## src/rtl/cbus_arbiter.sv

```systemverilog
// Round-robin arbiter granting one of NUM_REQ cache-bus requesters ownership of the
// shared memory bus for a whole burst; request/response paths are pure muxes.

package cbus_pkg;

  typedef struct packed {
    logic        valid;
    logic        is_write;
    logic [1:0]  size;
    logic [31:0] addr;
    logic [3:0]  strobe;
    logic [31:0] data;
    logic [7:0]  len;
  } cbus_req_t;

  typedef struct packed {
    logic        ready;
    logic        last;
    logic [31:0] data;
  } cbus_resp_t;

endpackage

module cbus_arbiter
  import cbus_pkg::*;
#(
  parameter int NUM_REQ = 2,
  localparam int IDX_W  = $clog2(NUM_REQ)
) (
  input  logic             clk,
  input  logic             reset,
  input  cbus_req_t        ireqs     [NUM_REQ],
  output cbus_resp_t       iresps    [NUM_REQ],
  output cbus_req_t        oreq,
  input  cbus_resp_t       oresp,
  output logic [IDX_W-1:0] grant_idx,
  output logic             busy
);

  typedef enum logic {
    S_IDLE = 1'b0,
    S_BUSY = 1'b1
  } state_t;

  state_t           r_state;
  logic [IDX_W-1:0] r_grant_idx;
  logic [IDX_W-1:0] r_rr_ptr;
  logic             r_busy;

  logic [NUM_REQ-1:0] w_valid;
  logic [NUM_REQ-1:0] w_cand_valid;
  logic [IDX_W-1:0]   w_cand_idx [NUM_REQ];
  logic [IDX_W-1:0]   w_pick_idx;
  logic               w_any_valid;
  logic               w_fwd;
  logic               w_release;

  // Forwarding is also gated by reset so nothing leaks out while reset is held.
  assign w_fwd     = (r_state == S_BUSY) && !reset;
  assign w_release = oresp.ready && oresp.last;

  // Candidate gi is the requester gi+1 places after the last owner, wrapping at NUM_REQ.
  for (genvar gi = 0; gi < NUM_REQ; gi++) begin : g_req
    logic [IDX_W:0] w_sum;

    assign w_valid[gi]      = ireqs[gi].valid;
    assign w_sum            = {1'b0, r_rr_ptr} + (IDX_W+1)'(gi + 1);
    assign w_cand_idx[gi]   = (w_sum >= (IDX_W+1)'(NUM_REQ))
                              ? IDX_W'(w_sum - (IDX_W+1)'(NUM_REQ))
                              : IDX_W'(w_sum);
    assign w_cand_valid[gi] = w_valid[w_cand_idx[gi]];
    assign iresps[gi]       = (w_fwd && (r_grant_idx == IDX_W'(gi))) ? oresp : '0;
  end

  assign w_any_valid = |w_valid;

  // Scan farthest-first so the nearest valid candidate overwrites the rest.
  always_comb begin
    w_pick_idx = '0;
    for (int j = NUM_REQ - 1; j >= 0; j--) begin
      if (w_cand_valid[j]) begin
        w_pick_idx = w_cand_idx[j];
      end
    end
  end

  assign oreq      = w_fwd ? ireqs[r_grant_idx] : '0;
  assign grant_idx = r_grant_idx;
  assign busy      = r_busy;

  always_ff @(posedge clk) begin
    if (reset) begin
      r_state     <= S_IDLE;
      r_rr_ptr    <= IDX_W'(NUM_REQ - 1);
      r_grant_idx <= '0;
      r_busy      <= 1'b0;
    end else begin
      case (r_state)
        S_IDLE: begin
          if (w_any_valid) begin
            r_state     <= S_BUSY;
            r_grant_idx <= w_pick_idx;
            r_busy      <= 1'b1;
          end
        end
        S_BUSY: begin
          // Held until the last beat, even if the owner drops valid mid-burst.
          if (w_release) begin
            r_state  <= S_IDLE;
            r_rr_ptr <= r_grant_idx;
            r_busy   <= 1'b0;
          end
        end
        default: begin
          r_state <= S_IDLE;
          r_busy  <= 1'b0;
        end
      endcase
    end
  end

endmodule

```

## config.mk

```make
export PLATFORM = sky130hd
export DESIGN_NAME = cbus_arbiter
export DESIGN_NICKNAME = d
export VERILOG_FILES = /design/src/rtl/cbus_arbiter.sv
export SDC_FILE = /design/constraint.sdc
export NUM_CORES = 1
export LEC_CHECK = 0
export CORE_AREA = 2 2 133 135
export CTS_CLUSTER_SIZE = 8
export DETAILED_ROUTE_END_ITERATION = 10
export DIE_AREA = 0 0 135 137
export SLEW_MARGIN = 20
export SYNTH_ARGS = -nofsm -noshare
export SYNTH_HDL_FRONTEND = slang
export SYNTH_SLANG_ARGS = --single-unit
```

## constraint.sdc

```tcl
create_clock -name clk -period 3.4 [get_ports clk]
set_clock_uncertainty 0.2 [all_clocks]
set_input_delay 0.51 -clock clk [delete_from_list [all_inputs] [get_ports clk]]
set_output_delay 0.51 -clock clk [all_outputs]
set_load 0.01 [all_outputs]
```

# == Word level (Yosys, flattened, before mapping) ==
# Index checks and enable logic that the tools add are counted.
# op_classes
n_reduce_logical,9
n_mux,20
n_lt_le_gt_ge,5
n_eq_ne,2
n_bitwise,3
n_addsub,4
# ops
operator,count
$mux W80,4
$mux W34,2
$mux W1,12
$ge A2 B2 Y1 const B,3
$reduce_and A2 Y1,3
$logic_and A1 B1 Y1,4
$lt A1 B2 Y1 const B,2
$pmux W1 S2,2
$add A1 B1 Y2 const B,1
$add A1 B2 Y2 const B,1
$ne A2 B1 Y1 const B,1
$ne A2 B2 Y1 const B,1
$not A1 Y1,2
$not A1 Y2,1
$reduce_or A2 Y1,1
$sub A1 B1 Y1 const B,2
$logic_not A1 Y1,1
# totals
register_bits,4
in_bits,196
wordCells,47

# == Depth between registers and ports, before layout ==
# depth
depth_word,7
ltp_mapped,6

# == Worst setup path after synthesis ==
# OpenSTA, ideal clock, no wires.
# synth_timing
path_type,input -> output
start,input port reset
end,output port oreq[13] (netlist bit)
t_arrival_ps,1428
slack_ps,1262
cell_stages,6
path_cell_list,buf_2 > and3b_1 > buf_2 > buf_6 > buf_6 > a22o_1
# synth_lines
element,line_no,text
start: declaration,31,"input logic reset,"
end: declaration,34,"output cbus_req_t oreq,"

==> results.txt <==
Final ANT Viol Nets = 0
Post-layout minimum cycle time = 3179 ps
Worst path bufs/invs = 3
Hold_buf cts = 0
Area contributors post-synth = a22o_1 47%, and2_1 29%, dfxtp_1 5.4%
Status = finished, final reports clean
Crit start category = input port
Die area = 0.01850 sq mm
Required time of the worst setup path = 2690 ps
Final non-filler cell area = 0.005214 sq mm
Post-cts sizing count = 0
Vias = 2,864
Final slew viol count = 0
Initial antenna violation count = 0
Min-delay worst type = reg -> reg
Buffers added on ports = 345
Worst setup path class = in -> out
DR vias/cell = 3.834
Most common cell after layout, fill and taps aside = clkdlybuf4s50_1
Sequential element share of the synthesized area = 0.05415
Dpl cell area = 0.005139 sq mm
Antenna cells = 0
CP max stage delay = 570 ps
Final hold viol count = 0
Starting DRT DRC Count = 116
Crit path cell chain = clkdlybuf4s50_1 > nor3b_4 > buf_12 > a22o_1 > clkdlybuf4s50_1
Non-Filler Instances = 747
Core area = 0.01706 sq mm
Post-Place Cells = 744
Worst skew pair latency = 230 ps
Postcts setup bufs = 0
GRT overflow = 0
RSZ-0062 raised after global routing = false
PD cells = 149.0 mW/mm^2
Vias in the first global route = 2,801
Post-DP HPWL = 9336 um
Post-Syn Area = 0.001479 sq mm
FMAX = 314.6 MHz
Num CTS Buffers = 3
P&R area growth vs syn = 252.5%
Placer congestion estimate = 0.7670
CP Max Fanout = 77
Yosys warns = 0
Slew headroom = 0.7888
DR pass1 iterations = 4
Placement Rows = 48
Setup TNS = 0 ps
WL/cell = 14.77 um
CTS tree = done
CTS H-tree depth = 1
Clock sink count = 4
Initial Utilization = 0.08671
Global-route wire length before repair = 14,920 um
Pin count of the biggest net entering global routing = 78
Syn avg cell area = 7.623 sq um
Worst-margin pin slew = 316.8 ps
Mapped Cells = 194
Area leader, netlist = a22o_1
LEAKAGE = 0.001896 uW
Clock buffer depth = 2
Die Wd = 135 um
Setup ws final = 221.1 ps
Place WS = 228.7 ps
CP Data Arrival Time = 2470 ps
Max-Cap Viols = 0
Peak VDD IR = 0.1639 mV
Final WL = 11,030 um
Top Family by Delay on Critical Path = buffers and inverters
Final setup viols = 0
Top cell type's share of synthesized area = 0.4738
Overall Global Routing Usage = 0.1021
Period utilisation layout = 0.9350
I/O pins = 346
Yosys reg bits = 4
Layout cells sized above 1 = 0.02107
Worst path slowest cell = clkdlybuf4s50_1
Worst-path clk slew = 30 ps
Fin nets = 720
Worst Setup End Kind = primary output
DRC = 0
Syn_nets = 390
Yosys cell types = 19
Die Span Y = 137 um
Root Driver = clkbuf_16
Most frequent cells in the layout = 345 x clkdlybuf4s50_1, 80 x a22o_1, 68 x and2_1
Crit-path most repeated cell = clkdlybuf4s50_1
==> cell families after synthesis <==
| group | Yosys count | synth area share |
|---|---|---|
| AOI/OAI and AO/OA | 85 | 0.4949 |
| and+or+nand+nor | 78 | 0.3266 |
| buffers and inverters | 27 | 0.1244 |
| DFF | 4 | 0.05415 |
==> synth_stat cells <==
master / n
a22o_1: 80
and2_1: 68
buf_2: 12
buf_6: 7
buf_4: 4
dfxtp_1: 4
nor2_1: 4
clkbuf_1: 3
a21oi_1: 2
a2bb2oi_1: 1
and3b_1: 1
inv_1: 1
nand2_1: 1
nand3_1: 1
nand3b_1: 1
nor3_1: 1
nor3b_2: 1
o21ai_0: 1
o31ai_1: 1
==> worst min-delay path, stage by stage (launching register included) <==
cell	delay (ps)
dfxtp_1	320
a2bb2oi_1	60
nor2_1	70
==> where the power goes <==
group | total (uW) | internal (uW) | switching (uW)
Sequential | 55.2 | 50.8 | 4.35
Clock | 185 | 150 | 34.4
Combinational | 537 | 372 | 165
Total | 777 | 574 | 203
==> flip-flops by register name, summed over array words and instances (netlist names) <==
| register | cells |
|---|---|
| busy | 1 |
| grant_idx | 1 |
| r_rr_ptr | 1 |
| r_state | 1 |
==> worst paths after layout <==
check	startpoint	end	slack, ps	cells after the start
setup / recovery	reset	oreq[14]	220	5
hold / removal	busy$_SDFFE_PP0P_	busy$_SDFFE_PP0P_	300	2
setup reg to reg	r_state$_SDFF_PP0_	busy$_SDFFE_PP0P_	2230	3
hold reg to reg	busy$_SDFFE_PP0P_	busy$_SDFFE_PP0P_	300	2
==> layer usage <==
| metal | up-vias | share of wire | routed length (um) | GRT usage |
|---|---|---|---|---|
| li1 | 1394 | - | - | - |
| met2 | 178 | 0.53 | 5805 | 0.1999 |
| met4 | 0 | 0.010 | 111 | 0.02373 |
| met1 | 1284 | 0.37 | 4083 | 0.1114 |
| met5 | - | 0 | 0 | 0 |
| met3 | 8 | 0.093 | 1030 | 0.02185 |
==> through the flow <==
| stage | total power, uW | hold slack [ps] | util |
|---|---|---|---|
| global route | 816.6 | 348.9 | 0.3057 |
| detailed placement | 595.6 | 289.0 | 0.3013 |
| finish | 777.1 | 296.7 | 0.3057 |
| global placement | 591.9 | 284.5 | 0.3013 |
| floorplan | 199.3 | 289.3 | - |
| CTS | 786.7 | 302.4 | 0.3057 |
==> cell type report <==
type	count	area, sq um
well taps	225	281.5
multi-input cells	163	1225
fillers	1770	11840
inverters	1	3.754
flip-flops and latches	4	80.08
clock buffers	3	75.07
repair buffers	351	3548
Power figures use the tool's default switching activity.
